**src/rtl/proc_defs_pkg.sv**
```systemverilog
// Shared LEGv8 control definitions: FSM state codes, SignExtender/ALU control codes,
// opcode constants and the decoded-class record used by multicycle_control.
package proc_defs;

    localparam logic [2:0] ST_FETCH   = 3'd0;
    localparam logic [2:0] ST_DECODE  = 3'd1;
    localparam logic [2:0] ST_EXEC    = 3'd2;
    localparam logic [2:0] ST_MEM     = 3'd3;
    localparam logic [2:0] ST_WB      = 3'd4;
    localparam logic [2:0] ST_ILLEGAL = 3'd5;

    localparam logic [1:0] SIGN_I  = 2'b00;
    localparam logic [1:0] SIGN_D  = 2'b01;
    localparam logic [1:0] SIGN_B  = 2'b10;
    localparam logic [1:0] SIGN_CB = 2'b11;

    localparam logic [3:0] ALU_AND   = 4'd0;
    localparam logic [3:0] ALU_ORR   = 4'd1;
    localparam logic [3:0] ALU_ADD   = 4'd2;
    localparam logic [3:0] ALU_SUB   = 4'd6;
    localparam logic [3:0] ALU_PASSB = 4'd7;

    localparam logic [10:0] OP_ADD  = 11'b10001011000;
    localparam logic [10:0] OP_SUB  = 11'b11001011000;
    localparam logic [10:0] OP_AND  = 11'b10001010000;
    localparam logic [10:0] OP_ORR  = 11'b10101010000;
    localparam logic [10:0] OP_LDUR = 11'b11111000010;
    localparam logic [10:0] OP_STUR = 11'b11111000000;
    // Prefixes for opcodes whose low bits belong to the immediate field
    localparam logic [5:0]  OP_B_PFX    = 6'b000101;
    localparam logic [7:0]  OP_CBZ_PFX  = 8'b10110100;
    localparam logic [9:0]  OP_ADDI_PFX = 10'b1001000100;
    localparam logic [9:0]  OP_SUBI_PFX = 10'b1101000100;
    localparam logic [9:0]  OP_ANDI_PFX = 10'b1001001000;
    localparam logic [9:0]  OP_ORRI_PFX = 10'b1011001000;

    typedef enum logic [2:0] {
        CLS_R, CLS_I, CLS_LDUR, CLS_STUR, CLS_B, CLS_CBZ, CLS_ILLEGAL
    } op_class_t;

    typedef struct packed {
        op_class_t  cls;
        logic [1:0] sign_op;
        logic [3:0] alu_op;
        logic       alu_src;
        logic       reg2loc;
    } decode_t;

endpackage

```
**src/rtl/multicycle_control_opcode_decode.sv**
```systemverilog
// Combinational opcode -> instruction class and datapath control fields.
// Immediate ALU ops (ADDI/SUBI/ANDI/ORRI) decode only when IMM_ALU_EN is defined.
import proc_defs::*;

module opcode_decode (
    input  logic [10:0] opcode,
    output decode_t     dec
);

    always_comb begin
        dec.cls     = CLS_ILLEGAL;
        dec.sign_op = SIGN_I;
        dec.alu_op  = ALU_AND;
        dec.alu_src = 1'b0;
        dec.reg2loc = 1'b0;
        if (opcode == OP_ADD) begin
            dec.cls    = CLS_R;
            dec.alu_op = ALU_ADD;
        end else if (opcode == OP_SUB) begin
            dec.cls    = CLS_R;
            dec.alu_op = ALU_SUB;
        end else if (opcode == OP_AND) begin
            dec.cls    = CLS_R;
            dec.alu_op = ALU_AND;
        end else if (opcode == OP_ORR) begin
            dec.cls    = CLS_R;
            dec.alu_op = ALU_ORR;
        end else if (opcode == OP_LDUR || opcode == OP_STUR) begin
            dec.cls     = (opcode == OP_LDUR) ? CLS_LDUR : CLS_STUR;
            dec.sign_op = SIGN_D;
            dec.alu_op  = ALU_ADD;
            dec.alu_src = 1'b1;
            // STUR reads Rt as its second register operand
            dec.reg2loc = (opcode == OP_STUR);
        end else if (opcode[10:5] == OP_B_PFX) begin
            dec.cls     = CLS_B;
            dec.sign_op = SIGN_B;
        end else if (opcode[10:3] == OP_CBZ_PFX) begin
            dec.cls     = CLS_CBZ;
            dec.sign_op = SIGN_CB;
            dec.alu_op  = ALU_PASSB;
            dec.reg2loc = 1'b1;
`ifdef IMM_ALU_EN
        end else if (opcode[10:1] == OP_ADDI_PFX || opcode[10:1] == OP_SUBI_PFX ||
                     opcode[10:1] == OP_ANDI_PFX || opcode[10:1] == OP_ORRI_PFX) begin
            dec.cls     = CLS_I;
            dec.sign_op = SIGN_I;
            dec.alu_src = 1'b1;
            if (opcode[10:1] == OP_ADDI_PFX)      dec.alu_op = ALU_ADD;
            else if (opcode[10:1] == OP_SUBI_PFX) dec.alu_op = ALU_SUB;
            else if (opcode[10:1] == OP_ANDI_PFX) dec.alu_op = ALU_AND;
            else                                  dec.alu_op = ALU_ORR;
`endif
        end
    end

endmodule

```
**src/rtl/multicycle_control.sv**
```systemverilog
// Multi-cycle LEGv8 sequencing FSM: fetch handshake, opcode latch, phase strobes, retire counter.
// Optional macro IMM_ALU_EN enables the immediate ALU instructions in the decoder.
//
// state   | meaning
// FETCH   | request instruction, latch opcode on IMemAck
// DECODE  | present control fields for latched opcode
// EXEC    | ALU phase; B/CBZ retire here
// MEM     | data access until DMemAck; STUR retires here
// WB      | register write-back and retire
// ILLEGAL | unrecognised opcode, Fault held until Reset
import proc_defs::*;

module multicycle_control (
    input  logic        CLK,
    input  logic        Reset,
    input  logic [10:0] Opcode,
    input  logic        Zero,
    input  logic        IMemAck,
    input  logic        DMemAck,
    output logic        IMemReq,
    output logic        DMemReq,
    output logic        IRWrite,
    output logic [1:0]  SignOp,
    output logic [3:0]  ALUOp,
    output logic        ALUSrc,
    output logic        Reg2Loc,
    output logic        MemRead,
    output logic        MemWrite,
    output logic        MemtoReg,
    output logic        RegWrite,
    output logic        PCWrite,
    output logic        PCSrc,
    output logic        InstrDone,
    output logic        Fault,
    output logic [31:0] RetireCount
);

    logic [2:0]  state, state_nxt;
    logic [10:0] op_q;
    logic [31:0] count_q;
    decode_t     dec;

    opcode_decode u_decode (
        .opcode (op_q),
        .dec    (dec)
    );

    always_comb begin
        state_nxt = state;
        case (state)
            ST_FETCH:   if (IMemAck) state_nxt = ST_DECODE;
            ST_DECODE:  state_nxt = (dec.cls == CLS_ILLEGAL) ? ST_ILLEGAL : ST_EXEC;
            ST_EXEC: begin
                case (dec.cls)
                    CLS_R, CLS_I:       state_nxt = ST_WB;
                    CLS_LDUR, CLS_STUR: state_nxt = ST_MEM;
                    default:            state_nxt = ST_FETCH;
                endcase
            end
            ST_MEM:     if (DMemAck) state_nxt = (dec.cls == CLS_STUR) ? ST_FETCH : ST_WB;
            ST_WB:      state_nxt = ST_FETCH;
            ST_ILLEGAL: state_nxt = ST_ILLEGAL;
            default:    state_nxt = ST_FETCH;
        endcase
    end

    // Every output is forced low while Reset is asserted, including the fetch request
    always_comb begin
        IMemReq  = 1'b0;
        DMemReq  = 1'b0;
        IRWrite  = 1'b0;
        SignOp   = 2'b00;
        ALUOp    = 4'd0;
        ALUSrc   = 1'b0;
        Reg2Loc  = 1'b0;
        MemRead  = 1'b0;
        MemWrite = 1'b0;
        MemtoReg = 1'b0;
        RegWrite = 1'b0;
        PCWrite  = 1'b0;
        PCSrc    = 1'b0;
        Fault    = 1'b0;
        if (!Reset) begin
            if (state == ST_DECODE || state == ST_EXEC || state == ST_MEM || state == ST_WB) begin
                SignOp  = dec.sign_op;
                ALUOp   = dec.alu_op;
                ALUSrc  = dec.alu_src;
                Reg2Loc = dec.reg2loc;
            end
            case (state)
                ST_FETCH: begin
                    IMemReq = 1'b1;
                    IRWrite = IMemAck;
                end
                ST_EXEC: begin
                    if (dec.cls == CLS_B) begin
                        PCWrite = 1'b1;
                        PCSrc   = 1'b1;
                    end else if (dec.cls == CLS_CBZ) begin
                        PCWrite = 1'b1;
                        PCSrc   = Zero;
                    end
                end
                ST_MEM: begin
                    DMemReq  = 1'b1;
                    MemRead  = (dec.cls == CLS_LDUR);
                    MemWrite = (dec.cls == CLS_STUR);
                    PCWrite  = (dec.cls == CLS_STUR) && DMemAck;
                end
                ST_WB: begin
                    RegWrite = 1'b1;
                    MemtoReg = (dec.cls == CLS_LDUR);
                    PCWrite  = 1'b1;
                end
                ST_ILLEGAL: Fault = 1'b1;
                default: ;
            endcase
        end
    end

    assign InstrDone   = PCWrite;
    assign RetireCount = Reset ? 32'd0 : count_q;

    always_ff @(posedge CLK) begin
        if (Reset) begin
            state   <= ST_FETCH;
            op_q    <= '0;
            count_q <= '0;
        end else begin
            state <= state_nxt;
            if (IRWrite) op_q <= Opcode;
            if (PCWrite) count_q <= count_q + 32'd1;
        end
    end

endmodule

```
**config.mk**
```make
export PLATFORM = sky130hd
export DESIGN_NAME = multicycle_control
export DESIGN_NICKNAME = d
export VERILOG_FILES = /design/src/rtl/proc_defs_pkg.sv /design/src/rtl/multicycle_control_opcode_decode.sv /design/src/rtl/multicycle_control.sv
export SDC_FILE = /design/constraint.sdc
export NUM_CORES = 1
export LEC_CHECK = 0
export BUFFER_PORTS_ARGS = -buffer_cell sky130_fd_sc_hd__buf_2
export CAP_MARGIN = 20
export CORE_ASPECT_RATIO = 0.5
export CORE_MARGIN = 10
export CORE_UTILIZATION = 25
export DETAILED_ROUTE_END_ITERATION = 7
export HOLD_SLACK_MARGIN = 0.12
export SETUP_SLACK_MARGIN = 0.4
export SYNTH_ARGS = -nofsm -noshare
export SYNTH_HDL_FRONTEND = slang
export SYNTH_SLANG_ARGS = --single-unit
export TNS_END_PERCENT = 5
```
**constraint.sdc**
```tcl
create_clock -name CLK -period 4.85 [get_ports CLK]
set_input_delay 1.455 -clock CLK [delete_from_list [all_inputs] [get_ports CLK]]
set_output_delay 1.455 -clock CLK [all_outputs]
set_load 0.01 [all_outputs]
```
== Yosys cells after proc, flatten, opt, wreduce, memory -nomap -nowiden ==
Index checks and enable logic that the tools add are counted.
Widths: inputs -> output; s select.
Word-level totals
  word-level logic and storage cells: 99
  output and inout port bits: 51
  bits in registers: 46
  input port bits: 16
Cells by class
  reductions and logical operators: 10
  add/sub/neg operators: 1
  muxes and demuxes: 64
  equal/unequal tests: 21
Operators by type and width (count)
  $eq 11x11->1 const B: 6
  $add 32x1->32 const B: 1
  $mux 1: 32
  $mux 32: 1
  $mux 4: 7
  $mux 3: 8
  $mux 2: 10
  $eq 3x3->1 const B: 5
  $pmux 3 s5: 1
  $eq 3x2->1 const B: 4
  $mux 9: 1
  $eq 8x8->1 const B: 1
  $mux 8: 1
  $eq 3x1->1 const B: 2
  $eq 6x3->1 const B: 1
  $logic_not 3->1: 2
  $pmux 3 s2: 1
  $mux 5: 1
  $logic_or 1x1->1: 4
  $ne 2x2->1 const B: 2
  $reduce_or 2->1: 2
  $pmux 1 s3: 1
  $reduce_and 2->1: 1
  $logic_and 1x1->1: 1

== Longest topological paths before layout ==
  word-level depth: 13
  depth in mapped cells: 7
  gate-level depth less buffers: 6

== Modules after synthesis ==
A second synthesis with hierarchy kept.
Unflattened totals
  cell total of the unflattened synthesis: 353
  area total of the unflattened synthesis: 2701.3 um^2
By module, submodules not included
  multicycle_control: cells each 327, seq. area each 920.9 um^2, instances 1, area an instance 2523.7 um^2
  opcode_decode: cells each 26, seq. area each 0.0 um^2, instances 1, area an instance 177.7 um^2

== Worst setup path after synthesis ==
No wires, ideal clock.
  kind: input port to output port
  start: in Reset
  end: out PCWrite
  cell stages on the path: 6
  required time: 3.395 ns
  arrival: 2.874 ns
  setup slack: 0.521 ns
  path buffers: 5
  cell sequence: clkbuf_1 clkbuf_1 buf_1 clkbuf_1 nor2_1 buf_4
On the way
  cells in the longest elaborated chain, start to end: 1
Ends and longest elaborated chain
  start: declaration: line multicycle_control.sv:15  | input logic Reset,
  $mux 1: line multicycle_control.sv:83  | if (!Reset) begin
  end: declaration: line multicycle_control.sv:31  | output logic PCWrite,
No other way between the ends.

== Worst setup path in the final report ==
  start: in Reset
  end: out IRWrite
On the way
  cells in the longest elaborated chain, start to end: 1
Ends and longest elaborated chain
  $mux 1: line multicycle_control.sv:83
  end: declaration: line multicycle_control.sv:22  | output logic IRWrite,
No other way between the ends.

==> impl_results.md <==
* Die Area at 15360 um2
* CP bufs+invs at 3
* Most frequent cell after synthesis: dfxtp_1
* Total power at 0.0008462 W
* # diodes at 0
* Critical Path AT at 2.65 ns
* Clock root buffer master: clkbuf_16
* Die Height at 92.79 um
* Crit path cell chain: buf_2, or2_2, nor3_1, nand2_1, inv_1, buf_2
* CTS sink cnt at 46
* PwrDens at 258.7 nW/um2
* Tmin final at 4.107 ns
* Initial antenna violation count at 0
* P&R area growth vs syn at 23.48%
* Initial drt markers at 155
* Number of vias per cell at 4.812
* Worst Path Max Fanout at 12
* Gpl congestion at 0.8350
* F_max at 243.5 MHz
* Post-synth net total at 367
* Seq/Total Area, Yosys at 34.77%
* Number of global-route vias before repair at 2433
* Setup TNS Final at 0 ns
* Mapped Cells at 350
* Port bufs at 65
* Pre-CTS WS at 0.7550 ns
* Top cell type's share of synthesized area at 34.77%
* # fillers at 1123
* Post-synthesis async set-or-reset flop share at 0%
* Cts hold-fix bufs at 0
* Critical Path Max Stage Delay at 0.30 ns
* Peak VDD IR at 0.1329 mV
* Total gr overflow at 0
* Top_reg_cell synth: dfxtp_1
* Largest net degree at the start of global routing at 64
* TritonCTS Buffers at 5
* Wirelength per Cell at 13.42 um
* Worst path top cell family by delay: simple AND/OR/NAND/NOR gates
* Most Frequent Cell on Critical Path: buf_2
* Slowest cell on the critical path: or2_2
* Nets@finish at 424
* CP Class: in -> out
* Initial Util at 25.77%
* Setup Skew at 0.005110 ns
* Dominant cell type by area after synthesis: dfxtp_1
* Clock-pin transition on the worst setup and hold timing paths at 0.06 ns
* Ranking of synthesized cells by area: dfxtp_1, nor2b_1, a21oi_1, nand2_1, nor2_1
* Htree depth at 2
* Die width at 165.6 um
* Post-CTS Setup Inserts at 0
* Post-CTS Resized at 0
* Number of synthesized flops with an enable pin at 0
* Worst Path Required at 3.39 ns
* Unrepaired setup endpoints after global routing: no
* Final Max Slew Viols at 0
* Total track usage at 9.371%
* Final Hold Viols at 0
* Max_cap viols at 0
* Rows at 26
* Final setup fails at 0
* Mapped Area at 2649 um2
* Leakage at 1.230 nW
* Post-synth cell types at 47
* DRC violations left at 0
* Status: completed
* IO Pins at 67
* Clock Path Buffers at 2
* Core area at 10280 um2
* Worst-Margin Slew at 0.7314 ns
* Reg2Reg Setup Slack at 2.31 ns
* Final ANT Viol Nets at 0
* Min Hold Slack at 0.4639 ns
* FF+latch count, synth at 46
* Hpwl dp at 5492 um
* Ys Warns at 0
* First drt pass iteration count at 4
* Global-route wire length before repair at 12140 um
* Syn Area/Cell at 7.568 um2
* Max-slew headroom at 50.86%
* CTS tree: yes
* Clk_lat worst skew at 0.28 ns
* Routed wire length at 7353 um
* Worst hold path class: reg -> reg
* Via count at 2637
* Crit start category: primary input
* Share of layout cells above drive strength 1 at 22.79%
* Post-synth top cells: dfxtp_1, nand2_1, nor2_1, a21oi_1, nor2b_1
* Fin worst setup slack at 0.7432 ns
* Crit. End Element: output port
* Final worst-path cycle share at 84.68%
==> power by group <==
group	total (W)	internal, W	switching [W]
registers	0.000396	0.000385	0.0000112
clock network	0.000383	0.000244	0.000139
logic	0.0000670	0.0000236	0.0000434
total	0.000846	0.000652	0.000194
==> state kept, by name, summed over array words and instances (netlist names) <==
| register | cells |
|---|---|
| count_q | 32 |
| state | 3 |
| op_q | 11 |
==> routing by layer <==
layer  wire length [um]  GRT usage, %  vias up
li1                   -             -     1365
met1               3499         11.91     1212
met2               3367         15.38       52
met3                400         2.341        8
met4                 86         2.616        0
met5                  0             0        -
==> cell type report <==
type	instances	area [um2]	area share [%]
clock inverter	1	30.03	0.9181
clock buffer	7	132.6	4.055
tap	140	175.2	5.356
inverter	7	26.28	0.8034
multi-input combinational	276	1615	49.39
timing repair buffer	71	370.4	11.32
sequential	46	920.9	28.16
==> tightest hold or removal path: stages, from the launching register on <==
cell and delay, ns:
dfxtp_1 0.31, nand2_1 0.05, a21oi_1 0.05
==> layout by cell type, fill, tap and decap left out, drive strengths merged, types with 2 or more instances in the layout <==
master   Yosys  final
and4         3      3
or3         15     15
dfxtp       46     46
nor3b        2      2
clkbuf      16      7
a211oi       2      2
nor2b       31     31
nor4        10     10
nand4       12     12
a21oi       34     34
or4b         2      2
inv          7      7
o31ai        7      7
nand3       10     10
nor4b        2      2
o21ai       17     17
nand2b       3      3
buf          5     71
nor2        35     35
nand4bb      2      2
nor3         6      6
or2          2      2
or4          7      7
nand2       45     45
mux2        11     11
and3         3      3
==> through the flow <==
| stage | utilization [%] | cells | cell area [um2] |
|---|---|---|---|
| final | 31.82 | 548 | 3271 |
| after global routing | 31.82 | 548 | 3271 |
| after CTS | 31.82 | 548 | 3271 |
| after detailed placement | 30.23 | 540 | 3108 |
| after global placement | 30.23 | 540 | 3108 |
| after floorplan | - | 350 | 2649 |
==> worst paths after layout <==
kind,startpoint,end,cells past startpoint
setup / recovery,Reset,IRWrite,6
hold / removal,op_q[2],op_q[2],2
setup reg to reg,state[1],count_q[30],6
hold reg to reg,op_q[2],op_q[2],2
==> cells by family after synthesis <==
group	count (synthesis)	synth area share (%)
AO/OA/AOI/OAI	68	15.02
XOR/XNOR	1	0.3307
AND/OR/NAND/NOR	193	39.68
flip-flops	46	34.77
adder cells (fa/ha/maj)	1	0.4723
other	1	0.1416
buffers and inverters	28	4.535
multiplexers	12	5.054
(Power assumes the default switching activity.)
